`src/rtl/block_renderer_pkg.sv`:
```
// ============================================================================
// Module : block_renderer_pkg
// Brief  : Screen geometry, colour width and coordinate types shared with the
//          position registers.
// Rev    : 1.0  initial release
// ============================================================================
`default_nettype none

package block_renderer_pkg;

   localparam int X_SCREEN = 160;
   localparam int Y_SCREEN = 120;
   localparam int X_MAX    = 144;
   localparam int COLOUR_W = 3;

   localparam logic [COLOUR_W-1:0] BG_COLOUR = 3'b000;

   typedef logic [7:0]          xcoord_t;
   typedef logic [6:0]          ycoord_t;
   typedef logic [COLOUR_W-1:0] colour_t;

   // Column sum carries a ninth bit so off-screen columns are detectable.
   function automatic logic [8:0] col_sum(input xcoord_t base, input xcoord_t ofs);
      return {1'b0, base} + {1'b0, ofs};
   endfunction

endpackage

`default_nettype wire

```
`src/rtl/block_renderer_if.sv`:
```
// ============================================================================
// Module : block_renderer_if
// Brief  : Redraw request, VGA plot port and status of the block renderer.
// Rev    : 1.0  initial release
// ============================================================================
`default_nettype none

interface block_renderer_if;
   import block_renderer_pkg::*;

   logic    start;
   xcoord_t x_position;
   ycoord_t y_position;
   xcoord_t width;
   colour_t colour;

   xcoord_t vga_x;
   ycoord_t vga_y;
   colour_t vga_colour;
   logic    plot;
   logic    busy;
   logic    done;

   modport master (
      output start, x_position, y_position, width, colour,
      input  vga_x, vga_y, vga_colour, plot, busy, done
   );

   modport slave (
      input  start, x_position, y_position, width, colour,
      output vga_x, vga_y, vga_colour, plot, busy, done
   );

endinterface

`default_nettype wire

```
`src/rtl/block_renderer_rect_scanner.sv`:
```
// ============================================================================
// Module : rect_scanner
// Brief  : Row-major column/row offset generator for a width x height box.
// Rev    : 1.0  initial release
// ============================================================================
`default_nettype none

module rect_scanner
   import block_renderer_pkg::*;
(
   input  wire logic    clk,
   input  wire logic    resetn,
   input  wire logic    clear,
   input  wire logic    advance,
   input  wire xcoord_t width,
   input  wire ycoord_t height,
   output logic         last,
   output xcoord_t      next_col,
   output ycoord_t      next_row
);

   xcoord_t r_col;
   ycoord_t r_row;
   logic    w_col_end;

   assign w_col_end = (r_col == width - 8'd1);
   assign last      = w_col_end && (r_row == height - 7'd1);

   // Offsets the counters will hold next cycle; the caller registers its
   // pixel address from these so the address lines up with the scan slot.
   always_comb begin
      next_col = r_col;
      next_row = r_row;
      if (clear) begin
         next_col = '0;
         next_row = '0;
      end else if (advance) begin
         if (w_col_end) begin
            next_col = '0;
            next_row = r_row + 7'd1;
         end else begin
            next_col = r_col + 8'd1;
         end
      end
   end

   always_ff @(posedge clk or negedge resetn) begin
      if (!resetn) begin
         r_col <= '0;
         r_row <= '0;
      end else begin
         r_col <= next_col;
         r_row <= next_row;
      end
   end

endmodule

`default_nettype wire

```
`src/rtl/block_renderer.sv`:
```
// ============================================================================
// Module : block_renderer
// Brief  : Erases the previous block and paints the new one, one pixel per
//          clock, into the VGA adapter's plot port.
// Rev    : 1.0  initial release
// ============================================================================
`default_nettype none

module block_renderer #(
   parameter int         BLOCK_H   = 4,
   parameter int         X_SCREEN  = block_renderer_pkg::X_SCREEN,
   parameter logic [2:0] BG_COLOUR = block_renderer_pkg::BG_COLOUR
) (
   input  wire logic        clk,
   input  wire logic        resetn,
   block_renderer_if.slave  bus
);
   import block_renderer_pkg::*;

   typedef enum logic [1:0] {
      S_IDLE  = 2'd0,
      S_ERASE = 2'd1,
      S_DRAW  = 2'd2,
      S_DONE  = 2'd3
   } state_t;

   state_t  r_state;
   state_t  w_next_state;

   xcoord_t r_new_x;
   ycoord_t r_new_y;
   xcoord_t r_new_width;
   colour_t r_new_colour;
   xcoord_t r_prev_x;
   ycoord_t r_prev_y;
   xcoord_t r_prev_width;
   logic    r_prev_valid;

   xcoord_t r_vga_x;
   ycoord_t r_vga_y;
   colour_t r_vga_colour;
   logic    r_plot;
   logic    r_busy;
   logic    r_done;

   logic    w_clear;
   logic    w_advance;
   logic    w_load;
   logic    w_commit;
   logic    w_last;
   logic    w_scan;
   xcoord_t w_scan_width;
   xcoord_t w_next_col;
   ycoord_t w_next_row;
   xcoord_t w_src_x;
   ycoord_t w_src_y;
   colour_t w_src_colour;
   xcoord_t w_base_x;
   ycoord_t w_base_y;
   colour_t w_pix_colour;
   logic [8:0] w_col_sum;
   ycoord_t    w_row_sum;

   rect_scanner u_scanner (
      .clk      (clk),
      .resetn   (resetn),
      .clear    (w_clear),
      .advance  (w_advance),
      .width    (w_scan_width),
      .height   (7'(BLOCK_H)),
      .last     (w_last),
      .next_col (w_next_col),
      .next_row (w_next_row)
   );

   assign w_scan_width = (r_state == S_ERASE) ? r_prev_width : r_new_width;

   always_comb begin
      w_next_state = r_state;
      w_clear      = 1'b0;
      w_advance    = 1'b0;
      w_load       = 1'b0;
      w_commit     = 1'b0;
      case (r_state)
         S_IDLE: begin
            if (bus.start) begin
               w_load  = 1'b1;
               w_clear = 1'b1;
               if (r_prev_valid && (r_prev_width != '0))
                  w_next_state = S_ERASE;
               else if (bus.width != '0)
                  w_next_state = S_DRAW;
               else
                  w_next_state = S_DONE;
            end
         end
         S_ERASE: begin
            if (w_last) begin
               w_clear      = 1'b1;
               w_next_state = (r_new_width != '0) ? S_DRAW : S_DONE;
            end else begin
               w_advance = 1'b1;
            end
         end
         S_DRAW: begin
            if (w_last) begin
               w_clear      = 1'b1;
               w_next_state = S_DONE;
            end else begin
               w_advance = 1'b1;
            end
         end
         S_DONE: begin
            w_commit     = 1'b1;
            w_next_state = S_IDLE;
         end
         default: w_next_state = S_IDLE;
      endcase
   end

   // In IDLE the request is still on the inputs; the first pixel is built
   // from them in the same cycle the latches capture them.
   assign w_src_x      = (r_state == S_IDLE) ? bus.x_position : r_new_x;
   assign w_src_y      = (r_state == S_IDLE) ? bus.y_position : r_new_y;
   assign w_src_colour = (r_state == S_IDLE) ? bus.colour     : r_new_colour;

   always_comb begin
      w_base_x     = '0;
      w_base_y     = '0;
      w_pix_colour = '0;
      w_scan       = 1'b0;
      case (w_next_state)
         S_ERASE: begin
            w_base_x     = r_prev_x;
            w_base_y     = r_prev_y;
            w_pix_colour = BG_COLOUR;
            w_scan       = 1'b1;
         end
         S_DRAW: begin
            w_base_x     = w_src_x;
            w_base_y     = w_src_y;
            w_pix_colour = w_src_colour;
            w_scan       = 1'b1;
         end
         default: ;
      endcase
   end

   assign w_col_sum = col_sum(w_base_x, w_next_col);
   assign w_row_sum = w_base_y + w_next_row;

   always_ff @(posedge clk or negedge resetn) begin
      if (!resetn) begin
         r_state <= S_IDLE;
      end else begin
         r_state <= w_next_state;
      end
   end

   always_ff @(posedge clk or negedge resetn) begin
      if (!resetn) begin
         r_new_x      <= '0;
         r_new_y      <= '0;
         r_new_width  <= '0;
         r_new_colour <= '0;
         r_prev_x     <= '0;
         r_prev_y     <= '0;
         r_prev_width <= '0;
         r_prev_valid <= 1'b0;
      end else begin
         if (w_load) begin
            r_new_x      <= bus.x_position;
            r_new_y      <= bus.y_position;
            r_new_width  <= bus.width;
            r_new_colour <= bus.colour;
         end
         if (w_commit) begin
            r_prev_x     <= r_new_x;
            r_prev_y     <= r_new_y;
            r_prev_width <= r_new_width;
            r_prev_valid <= 1'b1;
         end
      end
   end

   // Clipped columns still occupy their slot; only the write enable drops.
   always_ff @(posedge clk or negedge resetn) begin
      if (!resetn) begin
         r_vga_x      <= '0;
         r_vga_y      <= '0;
         r_vga_colour <= '0;
         r_plot       <= 1'b0;
         r_busy       <= 1'b0;
         r_done       <= 1'b0;
      end else begin
         r_vga_x      <= w_scan ? w_col_sum[7:0] : '0;
         r_vga_y      <= w_scan ? w_row_sum      : '0;
         r_vga_colour <= w_scan ? w_pix_colour   : '0;
         r_plot       <= w_scan && (w_col_sum < 9'(X_SCREEN));
         r_busy       <= (w_next_state != S_IDLE);
         r_done       <= (w_next_state == S_DONE);
      end
   end

   assign bus.vga_x      = r_vga_x;
   assign bus.vga_y      = r_vga_y;
   assign bus.vga_colour = r_vga_colour;
   assign bus.plot       = r_plot;
   assign bus.busy       = r_busy;
   assign bus.done       = r_done;

endmodule

`default_nettype wire

```
`src/flat_wrapper.sv`:
```
// flat-port wrapper written by rule: the top's interface ports become plain ports
module block_renderer_flat import block_renderer_pkg::*;
#(
   parameter int         BLOCK_H   = 4,
   parameter int         X_SCREEN  = block_renderer_pkg::X_SCREEN,
   parameter logic [2:0] BG_COLOUR = block_renderer_pkg::BG_COLOUR
)
  (clk, resetn, bus_start, bus_x_position, bus_y_position, bus_width, bus_colour, bus_vga_x, bus_vga_y, bus_vga_colour, bus_plot, bus_busy, bus_done);
  block_renderer_if bus_i ();
  input  wire logic clk;
  input  wire logic resetn;
  input wire logic [$bits(bus_i.start)-1:0] bus_start;
  input wire logic [$bits(bus_i.x_position)-1:0] bus_x_position;
  input wire logic [$bits(bus_i.y_position)-1:0] bus_y_position;
  input wire logic [$bits(bus_i.width)-1:0] bus_width;
  input wire logic [$bits(bus_i.colour)-1:0] bus_colour;
  output wire logic [$bits(bus_i.vga_x)-1:0] bus_vga_x;
  output wire logic [$bits(bus_i.vga_y)-1:0] bus_vga_y;
  output wire logic [$bits(bus_i.vga_colour)-1:0] bus_vga_colour;
  output wire logic [$bits(bus_i.plot)-1:0] bus_plot;
  output wire logic [$bits(bus_i.busy)-1:0] bus_busy;
  output wire logic [$bits(bus_i.done)-1:0] bus_done;
  assign bus_i.start = bus_start;
  assign bus_i.x_position = bus_x_position;
  assign bus_i.y_position = bus_y_position;
  assign bus_i.width = bus_width;
  assign bus_i.colour = bus_colour;
  assign bus_vga_x = bus_i.vga_x;
  assign bus_vga_y = bus_i.vga_y;
  assign bus_vga_colour = bus_i.vga_colour;
  assign bus_plot = bus_i.plot;
  assign bus_busy = bus_i.busy;
  assign bus_done = bus_i.done;
  block_renderer #(.BLOCK_H(BLOCK_H), .X_SCREEN(X_SCREEN), .BG_COLOUR(BG_COLOUR)) u_core (.clk(clk), .resetn(resetn), .bus(bus_i));
endmodule
```
`config.mk`:
```
export PLATFORM = sky130hd
export DESIGN_NAME = block_renderer_flat
export DESIGN_NICKNAME = d
export VERILOG_FILES = /design/src/rtl/block_renderer_pkg.sv /design/src/rtl/block_renderer_if.sv /design/src/rtl/block_renderer_rect_scanner.sv /design/src/rtl/block_renderer.sv /design/src/flat_wrapper.sv
export SDC_FILE = /design/constraint.sdc
export NUM_CORES = 1
export LEC_CHECK = 0
export CAP_MARGIN = 25
export CORE_MARGIN = 5
export CORE_UTILIZATION = 40
export CTS_BUF_LIST = sky130_fd_sc_hd__clkbuf_8 sky130_fd_sc_hd__clkbuf_16
export CTS_CLUSTER_DIAMETER = 200
export CTS_CLUSTER_SIZE = 40
export DETAILED_ROUTE_END_ITERATION = 10
export GPL_TIMING_DRIVEN = 0
export SLEW_MARGIN = 10
export SYNTH_ARGS = -nofsm -noshare
export SYNTH_HDL_FRONTEND = slang
export SYNTH_SLANG_ARGS = --single-unit
```
`constraint.sdc`:
```
create_clock -name clk -period 5.2 [get_ports clk]
set_input_delay 0.78 -clock clk [delete_from_list [all_inputs] [get_ports clk]]
set_output_delay 0.78 -clock clk [all_outputs]
set_load 0.02 [all_outputs]
```
[Word level (Yosys, flattened, before mapping)]
Cells that the tools add are included.
Widths: inputs -> output; s select.
Storage, ports and cells
  bits in registers: 88
  output and inout bits: 21
  logic and storage cells: 72
  bits of input ports: 29
Cells by class
  reduce and logical (&&, ||, !) cells: 10
  mux-type cells: 31
  add/sub/neg operators: 5
  equality and inequality tests: 8
  order comparisons: 1
Operators with widths (count)
  $mux 8: 6
  $mux 7: 5
  $reduce_bool 8->1: 3
  $pmux 8 s2: 1
  $pmux 7 s2: 1
  $add 8x8->9: 1
  $lt 9x8->1 const B: 1
  $mux 1: 9
  $mux 3: 3
  $add 8x1->8 const B: 1
  $eq 2x2->1 const B: 4
  $eq 8x8->1: 1
  $mux 2: 4
  $pmux 2 s4: 1
  $sub 8x1->8 const B: 1
  $add 7x1->7 const B: 1
  $add 7x7->7: 1
  $eq 7x2->1 const B: 1
  $eq 2x1->1 const B: 2
  $reduce_or 2->1: 2
  $logic_and 1x1->1: 3
  $logic_not 2->1: 1
  $pmux 1 s2: 1
  $reduce_bool 2->1: 1

[Logic depth before layout (Yosys ltp)]
  word-level depth: 12
  depth in mapped cells: 27
  gate-level depth less buffers: 24

[Modules after synthesis]
Synthesis repeated with hierarchy kept, for this count alone.
Second synthesis, totals
  cell total of the unflattened synthesis: 493
  area, all modules: 5297.6 um2
Modules (own cells, without submodules)
  block_renderer: cells an instance 336, area an instance 3978.8 um2, seq. area each 1826.8 um2, instances 1
  rect_scanner: cells an instance 157, area an instance 1318.8 um2, seq. area each 375.4 um2, instances 1

[Least setup slack after synthesis]
OpenSTA, ideal clock, no wires.
  path kind: flip-flop to flip-flop
  from: register u_core.r_state[1]
  to: register u_core.r_plot (netlist: u_core.bus.plot)
  stages on the path, launching flop included: 28
  path buffers: 3
  required time: 5.080 ns
  library setup time: 0.120 ns
  arrival time: 4.832 ns
  path slack: 0.248 ns
  clock period less this slack: 4.952 ns
  path through: dfrtp_1 -> inv_1 -> ha_1 -> buf_6 -> buf_6 -> mux2i_1 -> ha_1 -> xor2_1 -> xnor2_1 -> nor3_1 -> nand3_2 -> nor2_2 -> o311a_1 -> inv_1 -> ha_1 -> clkbuf_1 -> a22oi_1 -> nor2_1 -> ha_1 -> fa_1 -> a21oi_1 -> o21bai_1 -> a21oi_1 -> nor2_1 -> nor2_1 -> xor2_1 -> and2_1 -> o211a_1
On the way
  cells in the longest elaborated chain, start to end: 12
  elaborated cells on any way between the ends: 29
  those cells by class: add/sub (2); order compare (1); eq/ne (6); mux (15); reduce/logical (5)
Ends and longest elaborated chain
  from (decl): RTL line block_renderer.sv:27  | state_t r_state;
  from (signal assigned): RTL line block_renderer.sv:156  | r_state <= w_next_state;
  $eq 2x1->1: RTL line block_renderer.sv:76, block_renderer.sv:84
  $mux 8: RTL line block_renderer.sv:76  | assign w_scan_width = (r_state == S_ERASE) ? r_prev_width : r_new_width;
  $sub 8x1->8: RTL line block_renderer_rect_scanner.sv:26  | assign w_col_end = (r_col == width - 8'd1);
  $eq 8x8->1: RTL line block_renderer_rect_scanner.sv:26
  $logic_and 1x1->1: RTL line block_renderer_rect_scanner.sv:27  | assign last = w_col_end && (r_row == height - 7'd1);
  $mux 2, on equally long branches: RTL line block_renderer.sv:106, block_renderer.sv:98
  $pmux 2 s4 (*): RTL line block_renderer.sv:84  | case (r_state)
  named net u_core.w_next_state[1]: RTL line block_renderer.sv:28  | state_t w_next_state;
  $eq 2x2->1 / $eq 2x1->1 (equally long branches): RTL line block_renderer.sv:132  | case (w_next_state)
  $pmux 8 s2: RTL line block_renderer.sv:132
  $add 8x8->9: RTL line block_renderer_pkg.sv:24  | return {1'b0, base} + {1'b0, ofs};
  $lt 9x8->1: RTL line block_renderer.sv:199  | r_plot <= w_scan && (w_col_sum < 9'(X_SCREEN));
  $logic_and 1x1->1 (*): RTL line block_renderer.sv:199
  to (signal assigned): RTL line block_renderer.sv:199
  to (decl): RTL line block_renderer.sv:42  | logic r_plot;
Mark *: on every way through the listed nets, which the timed path passes. The rest lies on a longest branch.
A chain may end at the register's enable or synchronous reset.

[Worst setup path after layout]
Same ends and word-level chain as after synthesis.

==> results.json <==
{
  "hp-class": "in -> async",
  "status": "complete, no violations",
  "wl_mm": 11.41,
  "ant_nets": 0,
  "synth_common_cells": "88 x dfrtp_1, 64 x mux2_2, 38 x nor2_1, 26 x ha_1, 21 x a21oi_1",
  "p_per_area_mw_per_mm2": 680.7,
  "fin_ws_ns": 0.2939,
  "async_reset_ff_frac": 1.000,
  "grt_use_total": 0.1681,
  "place_ws_ns": -0.7866,
  "crit_type": "reg -> reg",
  "clk_latency_ns": 0.34,
  "vdd_ir_drop_max_v": 0.0002665,
  "dp_cells": 628,
  "place_hpwl_mm": 8.415,
  "cp_slowest_cell": "dfrtp_1",
  "setup.worst_path.start": "u_core.r_state[1]",
  "synth_top_area_share": 0.4497,
  "htree_levels": 3,
  "cts.sinks": 88,
  "syn_avg_cell_area_um2": 11.36,
  "ctsHoldBuffers": 0,
  "leakagePower_nw": 2.547,
  "viasPerCell": 5.425,
  "max-slew-margin-rel": 0.5400,
  "clk_pin_slew_ns": 0.06,
  "antenna_found_initial": 0,
  "synthCells": 431,
  "max_freq_mhz": 203.8,
  "path_max_fanout": 10,
  "report.final.slew_viol_count": 0,
  "cts_buffer_depth": 2,
  "worstMarginPinSlew_ns": 0.6847,
  "finalCritPeriodShare": 0.9435,
  "drive_gt1_frac": 0.2659,
  "ys_top_cells_by_area": "dfrtp_1 45%, mux2_2 15%, ha_1 6.6%",
  "detailedRoute.firstPassIterationCount": 6,
  "port_buffers": 49,
  "synthFlopType": "dfrtp_1",
  "vias": 3532,
  "cp.required_ns": 5.43,
  "fp.coreArea_mm2": 0.01201,
  "rows": 40,
  "grt_max_degree": 60,
  "cap_violations": 0,
  "drtIter0Drc": 118,
  "skew_ns": 0.007646,
  "drc": 0,
  "crit_family": "adder cells",
  "final_nets": 556,
  "min_period_ns": 4.906,
  "timing.rr.start": "u_core.r_state[1]",
  "arrival_ns": 5.13,
  "stdcell_area_mm2": 0.006070,
  "cts_root_buf": "clkbuf_16",
  "synth-edff-count": 0,
  "fin_cells": 651,
  "grt_overflow": 0,
  "endpoint_kind": "register",
  "numCtsBuffers": 9,
  "ys_types": 51,
  "ys_seq_area_frac": 0.4497,
  "ys_ff_latch": 88,
  "cts_tree": "yes",
  "grt_pass1_wl_mm": 19.13,
  "place_area_mm2": 0.005597,
  "yosys_warnings": 0,
  "num_io_pins": 50,
  "path_buf_inv": 4,
  "hold_violations": 0,
  "fin_util": 0.5053,
  "first_global_vias": 3767,
  "setup_viol": 0,
  "gp_congestion": 0.8512,
  "chipHeight_um": 120.7,
  "area_growth_pct": 23.94,
  "synth_largest_area_cell": "dfrtp_1",
  "die_area_mm2": 0.01456,
  "critPathMaxStageDelay_ns": 0.39,
  "syn_area_mm2": 0.004897,
  "startpoint_type": "register",
  "avgRoutedWirePerCell_um": 17.53,
  "initial_core_util": 0.4077,
  "post-synth-top-count-cell": "dfrtp_1",
  "num_antenna_cells": 0,
  "synthesis.nets": 488,
  "die_w_um": 120.7
}
## kinds of logic after synthesis
logic type	after synthesis	share of synthesized area
xor+xnor	29	0.05187
fa+ha+maj	28	0.07460
mux	76	0.1717
compound gates	66	0.09224
buf+inv	26	0.02453
simple gates	118	0.1354
flops	88	0.4497
## worst register-to-register path: stages, from the launching register on
cell and delay (ns):
dfrtp_1 0.39, inv_1 0.08, ha_2 0.19, buf_6 0.15, buf_12 0.15, mux2i_4 0.25
ha_2 0.22, o21a_1 0.16, nor3_1 0.06, a31o_2 0.25, nand3_2 0.10, nor2_4 0.06
or3_1 0.33, and4_4 0.22, ha_4 0.20, buf_4 0.19, a22oi_2 0.18, nor2_1 0.06
ha_1 0.21, fa_2 0.35, a21oi_1 0.13, o21bai_1 0.10, a21oi_1 0.14, nor2_1 0.06
nor2_2 0.13, xor2_1 0.10, and2_1 0.15, o211a_1 0.20
## flip-flops by register name (all words and copies together), names as in the netlist, 2 cells and up
| signal | flops |
|---|---|
| u_core.u_scanner.r_row | 7 |
| u_core.r_new_x | 8 |
| u_core.r_new_colour | 3 |
| u_core.r_prev_width | 8 |
| u_core.bus.vga_x | 8 |
| u_core.r_new_width | 8 |
| u_core.r_new_y | 7 |
| u_core.r_state | 2 |
| u_core.r_prev_y | 7 |
| u_core.u_scanner.r_col | 8 |
| u_core.bus.vga_y | 7 |
| u_core.bus.vga_colour | 3 |
| u_core.r_prev_x | 8 |
## placed cells by master (no fill, tap or decap), types with 3 or more instances in the layout
master and count:
o21ai_0 7, mux2_2 64, a21oi_2 3, nand2_1 15, nand3_1 8, a22oi_2 3
xor2_1 9, xnor2_1 20, nor4_1 5, or3_1 7, clkbuf_1 10, buf_4 9
ha_1 22, and3_1 3, nor2b_1 5, mux2i_1 8, o21bai_1 3, clkbuf_8 3
clkdlybuf4s50_1 48, a21oi_1 18, a21o_1 5, mux2i_2 3, nor2_1 36, nand4_1 6
nor3_1 8, inv_1 11, dfrtp_1 87, clkbuf_16 9, nor2_2 5, a22oi_1 11
## power by group
| part | leakage [nW] | switching, W | total [W] | internal [W] |
|---|---|---|---|---|
| sequential | 1.10 | 0.000227 | 0.00118 | 0.000955 |
| clock | 0.147 | 0.000256 | 0.000615 | 0.000358 |
| combinational | 1.30 | 0.00125 | 0.00234 | 0.00109 |
## final timing paths
| check | end | slack, ns | cells after the start |
|---|---|---|---|
| worst max-delay path | u_core.bus.plot | 0.29 | 27 |
| worst min-delay path | u_core.r_prev_width[6] | 0.37 | 1 |
| worst max register to register | u_core.bus.plot | 0.29 | 27 |
| worst min register to register | u_core.r_new_colour[1] | 0.51 | 1 |
| max in group asynchronous | u_core.bus.vga_y[2] | 4.21 | 2 |
| min in group clk | u_core.r_new_colour[1] | 0.51 | 1 |
## cell type report
cell class                 instances  area (µm²)
buffer                            17       105.1
clock buffer                      12       266.5
clock inverter                     4       20.02
fill                            1099        5942
inverter                           9       33.78
multi-input combinational        317        2689
sequential                        88        2203
tap                              147       183.9
timing repair buffer              57       568.0
## metal layers
layer / wire length, µm / track usage / up-vias
li1: - / - / 1690
met1: 5089 / 0.2144 / 1774
met2: 5757 / 0.2815 / 54
met3: 365 / 0.03648 / 14
met4: 199 / 0.05949 / 0
met5: 0 / 0 / -
## metrics by stage
step                      setup TNS, ns  hold slack (ns)  power [W]
final                                 0           0.3703   0.004131
after detailed placement         -4.616           0.4936   0.003319
after global routing           -0.01910           0.3936   0.004458
after CTS                             0           0.3692   0.004082
after global placement           -4.015           0.4864   0.003265
after floorplan                       0           0.4405   0.002714
## what timing repair did
action,CTS,global route
setup endpoints to repair,13,6
buffers inserted,6,1
gates resized for setup,19,20
cloned,0,0
pin swaps,6,10
No activity file was read; power rests on OpenSTA's default activity.
